File: config.mk
export PLATFORM = sky130hd
export DESIGN_NAME = keypad_scanner_flat
export DESIGN_NICKNAME = d
export VERILOG_FILES = /design/src/rtl/keypad_pkg.sv /design/src/rtl/keypad_scanner_if.sv /design/src/rtl/keypad_digit_accumulator.sv /design/src/rtl/keypad_scanner.sv /design/src/flat_wrapper.sv
export SDC_FILE = /design/constraint.sdc
export NUM_CORES = 1
export LEC_CHECK = 0
export ABC_CLOCK_PERIOD_IN_PS = 9300
export BUFFER_PORTS_ARGS = -buffer_cell sky130_fd_sc_hd__buf_2
export CORE_MARGIN = 3
export CORE_UTILIZATION = 30
export CTS_BUF_LIST = sky130_fd_sc_hd__clkbuf_4 sky130_fd_sc_hd__clkbuf_8
export DETAILED_ROUTE_END_ITERATION = 10
export PLACE_DENSITY_LB_ADDON = 0.25
export SKIP_CTS_REPAIR_TIMING = 1
export SLEW_MARGIN = 20
export SYNTH_ARGS = -nofsm -noshare
export SYNTH_HDL_FRONTEND = slang
export SYNTH_SLANG_ARGS = --single-unit
File: constraint.sdc
create_clock -name clk -period 9.3 [get_ports clk]
set_clock_uncertainty 0.15 [all_clocks]
set_input_delay 0.465 -clock clk [delete_from_list [all_inputs] [get_ports clk]]
set_output_delay 0.465 -clock clk [all_outputs]
set_load 0.05 [all_outputs]
File: src/rtl/keypad_pkg.sv
// Shared FSM state type, key codes and the (row, col) -> key code map for the keypad scanner.
package keypad_pkg;

  typedef enum logic [1:0] {
    ST_IDLE,
    ST_DEB_PRESS,
    ST_HELD,
    ST_DEB_RELEASE
  } kp_state_e;

  localparam logic [3:0] KEY_A    = 4'd10;
  localparam logic [3:0] KEY_B    = 4'd11;
  localparam logic [3:0] KEY_C    = 4'd12;
  localparam logic [3:0] KEY_D    = 4'd13;
  localparam logic [3:0] KEY_STAR = 4'd14;
  localparam logic [3:0] KEY_HASH = 4'd15;

  function automatic logic [3:0] key_map(input logic [1:0] row, input logic [1:0] col);
    logic [3:0] code;
    case ({row, col})
      4'd0:    code = 4'd1;
      4'd1:    code = 4'd2;
      4'd2:    code = 4'd3;
      4'd3:    code = KEY_A;
      4'd4:    code = 4'd4;
      4'd5:    code = 4'd5;
      4'd6:    code = 4'd6;
      4'd7:    code = KEY_B;
      4'd8:    code = 4'd7;
      4'd9:    code = 4'd8;
      4'd10:   code = 4'd9;
      4'd11:   code = KEY_C;
      4'd12:   code = KEY_STAR;
      4'd13:   code = 4'd0;
      4'd14:   code = KEY_HASH;
      default: code = KEY_D;
    endcase
    return code;
  endfunction

endpackage

File: src/rtl/keypad_scanner_if.sv
// Keypad-side matrix lines plus the debounced key and operand outputs of the scanner.
interface keypad_scanner_if;
  logic [3:0]  row_in;
  logic [3:0]  col_out;
  logic        key_valid;
  logic [3:0]  key_code;
  logic [2:0]  digit_count;
  logic [13:0] number;
  logic        number_valid;

  modport master (
    input  row_in,
    output col_out, key_valid, key_code, digit_count, number, number_valid
  );

  modport slave (
    output row_in,
    input  col_out, key_valid, key_code, digit_count, number, number_valid
  );
endinterface

File: src/rtl/keypad_digit_accumulator.sv
// Builds a binary operand from accepted digit keys; '*' clears, '#' publishes.
// number/number_valid update on the edge where key_valid is high (one cycle after the key pulse).
module keypad_digit_accumulator
  import keypad_pkg::*;
#(
  parameter int MAX_DIGITS = 3
) (
  input  logic        clk,
  input  logic        reset,
  input  logic        key_valid_i,
  input  logic [3:0]  key_code_i,
  output logic [2:0]  digit_count_o,
  output logic [13:0] number_o,
  output logic        number_valid_o
);

  logic [13:0] acc_q, acc_d;
  logic [13:0] number_q, number_d;
  logic [2:0]  cnt_q, cnt_d;
  logic        nv_q, nv_d;

  always_comb begin
    acc_d    = acc_q;
    cnt_d    = cnt_q;
    number_d = number_q;
    nv_d     = 1'b0;
    if (key_valid_i) begin
      if (key_code_i <= 4'd9) begin
        // Digits beyond the operand width are dropped silently.
        if (cnt_q < 3'(MAX_DIGITS)) begin
          acc_d = acc_q * 14'd10 + {10'd0, key_code_i};
          cnt_d = cnt_q + 3'd1;
        end
      end else if (key_code_i == KEY_STAR) begin
        acc_d = '0;
        cnt_d = '0;
      end else if (key_code_i == KEY_HASH) begin
        number_d = acc_q;
        nv_d     = 1'b1;
        acc_d    = '0;
        cnt_d    = '0;
      end
    end
  end

  always_ff @(posedge clk) begin
    if (reset) begin
      acc_q    <= '0;
      cnt_q    <= '0;
      number_q <= '0;
      nv_q     <= 1'b0;
    end else begin
      acc_q    <= acc_d;
      cnt_q    <= cnt_d;
      number_q <= number_d;
      nv_q     <= nv_d;
    end
  end

  assign digit_count_o  = cnt_q;
  assign number_o       = number_q;
  assign number_valid_o = nv_q;

endmodule

File: src/rtl/keypad_scanner.sv
// 4x4 keypad column scanner with per-scan debounce and decimal operand entry.
// key_valid pulses the cycle after the sample edge that completes the qualifying scan.
module keypad_scanner
  import keypad_pkg::*;
#(
  parameter int SCAN_TICKS     = 50000,
  parameter int DEBOUNCE_SCANS = 4,
  parameter int MAX_DIGITS     = 3
) (
  input  logic              clk,
  input  logic              reset,
  keypad_scanner_if.master  kp
);

  localparam int TW = $clog2(SCAN_TICKS);
  localparam int CW = $clog2(DEBOUNCE_SCANS + 1);

  logic [3:0]    sync1_q, sync2_q;
  logic [TW-1:0] tick_q, tick_d;
  logic [1:0]    col_q, col_d;
  logic          sample, scan_done;
  logic          found_q;
  logic [3:0]    found_code_q;
  logic          col_hit;
  logic [3:0]    col_code;
  logic          scan_found;
  logic [3:0]    scan_code;
  kp_state_e     state_q;
  logic [3:0]    cand_q;
  logic [CW-1:0] cnt_q, cnt_inc;
  logic          deb_reached;
  logic          kv_q;
  logic [3:0]    kc_q;

  always_ff @(posedge clk) begin
    if (reset) begin
      sync1_q <= 4'hF;
      sync2_q <= 4'hF;
    end else begin
      sync1_q <= kp.row_in;
      sync2_q <= sync1_q;
    end
  end

  always_comb begin
    sample    = (tick_q == TW'(SCAN_TICKS - 1));
    scan_done = sample && (col_q == 2'd3);
    tick_d    = sample ? '0 : tick_q + TW'(1);
    col_d     = sample ? col_q + 2'd1 : col_q;
  end

  // Walk rows high-to-low so the lowest pressed row wins within a column.
  always_comb begin
    col_hit  = 1'b0;
    col_code = '0;
    for (int r = 3; r >= 0; r--) begin
      if (!sync2_q[r]) begin
        col_hit  = 1'b1;
        col_code = key_map(2'(r), col_q);
      end
    end
  end

  assign scan_found = found_q | col_hit;
  assign scan_code  = found_q ? found_code_q : col_code;

  always_ff @(posedge clk) begin
    if (reset) begin
      tick_q       <= '0;
      col_q        <= '0;
      found_q      <= 1'b0;
      found_code_q <= '0;
    end else begin
      tick_q <= tick_d;
      col_q  <= col_d;
      if (sample) begin
        found_q      <= (col_q == 2'd3) ? 1'b0 : scan_found;
        found_code_q <= scan_code;
      end
    end
  end

  assign cnt_inc     = cnt_q + CW'(1);
  assign deb_reached = (cnt_inc == CW'(DEBOUNCE_SCANS));

  always_ff @(posedge clk) begin
    if (reset) begin
      state_q <= ST_IDLE;
      cand_q  <= '0;
      cnt_q   <= '0;
      kv_q    <= 1'b0;
      kc_q    <= '0;
    end else begin
      kv_q <= 1'b0;
      if (scan_done) begin
        case (state_q)
          ST_IDLE: begin
            if (scan_found) begin
              cand_q <= scan_code;
              cnt_q  <= CW'(1);
              if (DEBOUNCE_SCANS == 1) begin
                kv_q    <= 1'b1;
                kc_q    <= scan_code;
                state_q <= ST_HELD;
              end else begin
                state_q <= ST_DEB_PRESS;
              end
            end
          end
          ST_DEB_PRESS: begin
            if (!scan_found) begin
              state_q <= ST_IDLE;
            end else if (scan_code != cand_q) begin
              cand_q <= scan_code;
              cnt_q  <= CW'(1);
            end else if (deb_reached) begin
              kv_q    <= 1'b1;
              kc_q    <= cand_q;
              state_q <= ST_HELD;
            end else begin
              cnt_q <= cnt_inc;
            end
          end
          ST_HELD: begin
            if (!scan_found) begin
              cnt_q   <= CW'(1);
              state_q <= (DEBOUNCE_SCANS == 1) ? ST_IDLE : ST_DEB_RELEASE;
            end
          end
          ST_DEB_RELEASE: begin
            if (scan_found) begin
              state_q <= ST_HELD;
            end else if (deb_reached) begin
              state_q <= ST_IDLE;
            end else begin
              cnt_q <= cnt_inc;
            end
          end
          default: state_q <= ST_IDLE;
        endcase
      end
    end
  end

  assign kp.col_out   = ~(4'b0001 << col_q);
  assign kp.key_valid = kv_q;
  assign kp.key_code  = kc_q;

  keypad_digit_accumulator #(
    .MAX_DIGITS (MAX_DIGITS)
  ) u_acc (
    .clk            (clk),
    .reset          (reset),
    .key_valid_i    (kv_q),
    .key_code_i     (kc_q),
    .digit_count_o  (kp.digit_count),
    .number_o       (kp.number),
    .number_valid_o (kp.number_valid)
  );

endmodule

File: src/flat_wrapper.sv
// flat-port wrapper written by rule: the top's interface ports become plain ports
module keypad_scanner_flat import keypad_pkg::*;
#(
  parameter int SCAN_TICKS     = 50000,
  parameter int DEBOUNCE_SCANS = 4,
  parameter int MAX_DIGITS     = 3
)
  (clk, reset, kp_row_in, kp_col_out, kp_key_valid, kp_key_code, kp_digit_count, kp_number, kp_number_valid);
  keypad_scanner_if kp_i ();
  input  logic clk;
  input  logic reset;
  input wire logic [$bits(kp_i.row_in)-1:0] kp_row_in;
  output wire logic [$bits(kp_i.col_out)-1:0] kp_col_out;
  output wire logic [$bits(kp_i.key_valid)-1:0] kp_key_valid;
  output wire logic [$bits(kp_i.key_code)-1:0] kp_key_code;
  output wire logic [$bits(kp_i.digit_count)-1:0] kp_digit_count;
  output wire logic [$bits(kp_i.number)-1:0] kp_number;
  output wire logic [$bits(kp_i.number_valid)-1:0] kp_number_valid;
  assign kp_i.row_in = kp_row_in;
  assign kp_col_out = kp_i.col_out;
  assign kp_key_valid = kp_i.key_valid;
  assign kp_key_code = kp_i.key_code;
  assign kp_digit_count = kp_i.digit_count;
  assign kp_number = kp_i.number;
  assign kp_number_valid = kp_i.number_valid;
  keypad_scanner #(.SCAN_TICKS(SCAN_TICKS), .DEBOUNCE_SCANS(DEBOUNCE_SCANS), .MAX_DIGITS(MAX_DIGITS)) u_core (.clk(clk), .reset(reset), .kp(kp_i));
endmodule
# [Word-level counts from Yosys, hierarchy flattened]
# Cells that the tools add are included.
[totals] ff_bits=77 latch_bits=0 mem_bits_rw=0 rom_bits=0 input_bits=6 out_inout_bits=27 n_memories=0
[classes] addsub=5 multipliers=1 div_mod_pow=0 order_cmp=2 n_eq_ne=20 n_shift=1 n_mux=43 bitwise=9 reduce_logical=14
[op_table] operator="$mux W14" n=4
[op_table] operator="$pmux W4 S4" n=3
[op_table] operator="$mux W4" n=8
[op_table] operator="$mux W3" n=10
[op_table] operator="$add A16 B1 Y16 const B" n=1
[op_table] operator="$eq A16 B16 Y1 const B" n=1
[op_table] operator="$reduce_and A5 Y1" n=3
[op_table] operator="$add A14 B4 Y14" n=1
[op_table] operator="$mul A14 B3 Y13 const B" n=1
[op_table] operator="$mux W2" n=7
[op_table] operator="$pmux W3 S4" n=1
[op_table] operator="$pmux W4 S3" n=1
[op_table] operator="$eq A2 B2 Y1 const B" n=4
[op_table] operator="$eq A4 B4 Y1 const B" n=2
[op_table] operator="$ne A2 B1 Y1 const B" n=4
[op_table] operator="$pmux W2 S4" n=1
[op_table] operator="$pmux W4 S2" n=1
[op_table] operator="$mux W1" n=7
[op_table] operator="$not A1 Y1" n=7
[op_table] operator="$add A3 B1 Y3 const B" n=2
[op_table] operator="$ne A3 B3 Y1 const B" n=2
[op_table] operator="$reduce_and A6 Y1" n=1
[op_table] operator="$reduce_or A5 Y1" n=1
[op_table] operator="$eq A2 B1 Y1 const B" n=2
[op_table] operator="18 further kinds" n=20

# [Logic depth before layout (Yosys ltp)]
[depth] ltp_word=11 ltp_mapped=10 depth_no_buf=10

# [Cells and area by module]
# From an unflattened synthesis, not the netlist that was laid out.
[hier_totals] hier_cells=487 hier_area_um2=4224.1
[by_module_without_submodules] mod="keypad_scanner" n_inst=1 cells_per_inst=260 area_per_inst_um2=2272.2
[by_module_without_submodules] mod="keypad_digit_accumulator" n_inst=1 cells_per_inst=227 area_per_inst_um2=1951.9

# [Worst setup path before layout]
# OpenSTA, ideal clock, no wires.
[synth_timing] path_type="flip-flop to flip-flop" startpoint="register u_core.u_acc.acc_q[1]" endpoint="register u_core.u_acc.acc_q[13]" setup_time_ps=120 arrival_ps=2720 required_ps=9030 path_slack_ps=6310 path_stages_with_launch=11 path_buffers=0 cell_sequence="dfxtp_1 > ha_1 > ha_1 > fa_1 > a21o_1 > a221oi_1 > xnor2_1 > nand4_1 > nor3_1 > mux2i_1 > a211o_1"
[synth_via] elab_chain_len=4
[synth_rtl] element="start, declared" line="keypad_digit_accumulator.sv:17" rtl="logic [13:0] acc_q, acc_d;"
[synth_rtl] element="start signal, assigned" line="keypad_digit_accumulator.sv:48" rtl="acc_q <= '0;"
[synth_rtl] element="start signal, assigned" line="keypad_digit_accumulator.sv:53" rtl="acc_q <= acc_d;"
[synth_rtl] element="$mul A14 B3 Y13" line="keypad_digit_accumulator.sv:31" rtl="acc_d = acc_q * 14'd10 + {10'd0, key_code_i};"
[synth_rtl] element="$add A14 B4 Y14" line="keypad_digit_accumulator.sv:31"
[synth_rtl] element="$mux W14" line="keypad_digit_accumulator.sv:30" rtl="if (cnt_q < 3'(MAX_DIGITS)) begin"
[synth_rtl] element="$mux W14" line="keypad_digit_accumulator.sv:28" rtl="if (key_code_i <= 4'd9) begin"
# No other way between the ends. The select of a mux whose other input is x is not followed.
# A chain may end at the register's enable or synchronous reset.

# [Worst setup path in the final report]
# Ends and elaborated chain as after synthesis.

==> results.md <==
* Worst Path Arrival at 3.34 ns
* Synth Area per Inst at 9.08 sq um
* Core Util, Final at 0.347
* Post-synth top area share at 0.374
* Fin worst setup slack at 6.06 ns
* Total power at 628 uW
* Area leader, netlist: dfxtp_1
* DRT Wirelength at 8710 microns
* Initial Utilization at 0.309
* Diode count at 0
* Hold Path Origin: kp_row_in[1]
* Met3 usage at 0.0352
* GR peak layer: met2
* Setup CP Type: reg -> reg
* Hold depth at 2
* Hold endpoint: u_core.sync1_q[1]
* Chip Width at 123 microns
* Critical path endpoint category: register
* Final Setup Violations at 0
* Cell count after synthesis at 454
* Share of layout cells above drive strength 1 at 0.148
* H-tree levels at 3
* Count of final hold-check violations at 0
* Worst reg-to-reg path cell count at 10
* Worst Tran Pin Value at 0.869 ns
* Clock buffer count from CTS at 9
* Power per Cell Area at 135 nW/um^2
* Drt via density at 4.90
* Crit Reg-Reg Startpoint: u_core.u_acc.acc_q[1]
* Post-Layout Inst Area at 4630 sq um
* Yosys cell types at 62
* TNS Setup at 0 ns
* Register clock-pin slew on the reported worst setup and hold paths at 0.08 ns
* Final instance count without filler cells at 663
* Slew HR at 0.419
* Die area at 15200 sq um
* RSZ-0062 raised after global routing: false
* Ports at 33
* IO buf count at 32
* Final net count at 522
* Die height at 123 microns
* Drt drc at 0
* Placed Instance Area at 4420 sq um
* DRT antenna net count at 0
* Post-synth net total at 494
* Max Root-Sink Buffers at 2
* Ys Warns at 0
* Worst-Skew Late Latency at 0.35 ns
* # rows at 42
* Grt met2 use at 0.205
* Initial DRT Pass Iterations at 6
* Largest net degree at the start of global routing at 62
* Initial antenna violation count at 0
* Initial DRC Count at 155
* Met1 GRT Util at 0.161
* Crit-path max FO at 5
* CTS tree: built
* Status: complete, no violations
* Hpwl dp at 6330 microns
* Global route total overflow at 0
* RR Endpoint: u_core.u_acc.acc_q[13]
* Top cells by area, synth: dfxtp_1, ha_1, nor2_1
* Post-synthesis sequential area ratio at 0.374
* Layout Area Growth over Synthesis at 12.4%
* Min Tclk post-route at 3.24 ns
* Hold Slack at 0.137 ns
* Fmax at 0.308 GHz
* Share of flip-flops with an asynchronous set or reset at 0
* WL/cell at 13.1 microns
* WP data required at 9.40 ns
* Total track usage at 0.126
* Max Cap Viol at 0
* Post-synth EDFFs at 0
* Fin crit share at 0.349
* Cell Count Post-Placement at 647
* First-pass GRT wire length at 15200 microns
* Root Buffer: clkbuf_8
* Core footprint at 13300 sq um
* Clock sinks at 77
* Worst hold path type: in -> reg
* Pleak at 2.08 nW
* Netlist Area Pre-Place at 4120 sq um
* R2R Setup Slk at 6.06 ns
* Setup crit start kind: register
* Fin. max-slew vios at 0
* FF+latch count, synth at 77
* Post-placement worst setup slack at 6.07 ns
* Worst IR Drop VDD at 0.0725 mV
* DR vias at 3250
* Vias in the first global route at 3177
* Dominant synthesized flop cell: dfxtp_1
* Gpl congestion at 0.864
==> cells by family after synthesis <==
| logic type | synth area share |
|---|---|
| simple gates | 0.205 |
| compound gates | 0.134 |
| flops | 0.374 |
| xor+xnor | 0.0744 |
| fa+ha+maj | 0.107 |
| buf+inv | 0.0355 |
| mux | 0.0704 |
==> power by group <==
group          total (mW)  leakage [nW]  internal, mW  switching, mW
logic              0.0232          1.35       0.00849         0.0147
clock network       0.270         0.109         0.149          0.121
registers           0.334         0.622         0.332        0.00231
==> flip-flops by register name (all words and copies together), names as in the netlist, named ones only <==
signal	cells
u_core.u_acc.number_o	14
u_core.kp.key_code	4
u_core.found_code_q	4
u_core.kp.key_valid	1
u_core.sync2_q	4
u_core.u_acc.acc_q	14
u_core.tick_q	16
u_core.state_q	1
u_core.u_acc.number_valid_o	1
u_core.cand_q	4
u_core.found_q	1
u_core.sync1_q	4
u_core.col_q	2
u_core.cnt_q	3
u_core.u_acc.digit_count_o	3
==> per-layer routing <==
layer  vias up  share of wire
met2        45           0.47
met5         -              0
met4         0          0.015
met3         7          0.038
met1      1539           0.48
li1       1659              -
==> cells in the final DEF, fill, tap and decap left out, types with 3 or more instances in the layout <==
| master | n |
|---|---|
| nand2_1 | 31 |
| or2_2 | 9 |
| and3_1 | 12 |
| xor2_1 | 17 |
| clkbuf_8 | 12 |
| nand4_1 | 6 |
| a21o_1 | 4 |
| dfxtp_1 | 77 |
| a21oi_1 | 21 |
| inv_1 | 13 |
| xnor2_1 | 18 |
| nor2b_1 | 4 |
| nor3_1 | 9 |
| nand3_1 | 12 |
| nor2_1 | 72 |
| o21ai_0 | 10 |
| a22oi_1 | 13 |
| buf_2 | 32 |
| o21a_1 | 3 |
| mux2i_1 | 26 |
| ha_1 | 32 |
==> synth_stat cells, drive strengths merged, types with 2 or more instances <==
cell type / instances
inv: 14
and3: 12
xnor2: 18
o2111ai: 2
fa: 2
mux2i: 26
o21a: 3
nor2b: 4
a22oi: 13
o31a: 2
o21ai: 11
or4: 2
mux2: 2
a21oi: 21
clkbuf: 9
o41ai: 2
a311oi: 2
ha: 32
a21o: 5
o221ai: 2
nand4: 7
nor4: 3
nor3b: 2
dfxtp: 77
nor3: 9
a211o: 2
nand4b: 2
xor2: 17
or2: 9
nand3: 12
a211oi: 2
buf: 5
nor2: 74
nand2: 32
==> worst max-delay path, cell delays in order (launching register included) <==
cell	delay, ns
dfxtp_1	0.41
ha_1	0.26
ha_1	0.22
fa_1	0.40
a21o_1	0.20
a221oi_1	0.32
xnor2_1	0.23
nand4_1	0.18
nor3_1	0.34
mux2i_1	0.14
a211o_1	0.27
==> area by class of cell <==
type / count / area [sq um]
clock buffers: 13 / 173
clock inverters: 3 / 42.5
fillers: 1412 / 8710
inverters: 14 / 52.6
multi-input cells: 347 / 2440
flip-flops and latches: 77 / 1540
well taps: 176 / 220
repair buffers: 33 / 168
==> how the worst max path moves through the flow <==
stage	start	endpoint	slack [ns]
after global routing	u_core.u_acc.acc_q[1]	u_core.u_acc.acc_q[13]	5.83
after detailed placement	u_core.u_acc.acc_q[1]	u_core.u_acc.acc_q[13]	6.07
after global placement	u_core.u_acc.acc_q[1]	u_core.u_acc.acc_q[13]	6.16
after CTS	u_core.u_acc.acc_q[1]	u_core.u_acc.acc_q[13]	6.06
final	u_core.u_acc.acc_q[1]	u_core.u_acc.acc_q[13]	6.06
after floorplan	u_core.u_acc.acc_q[1]	u_core.u_acc.acc_q[13]	6.31
(Power assumes the default switching activity.)
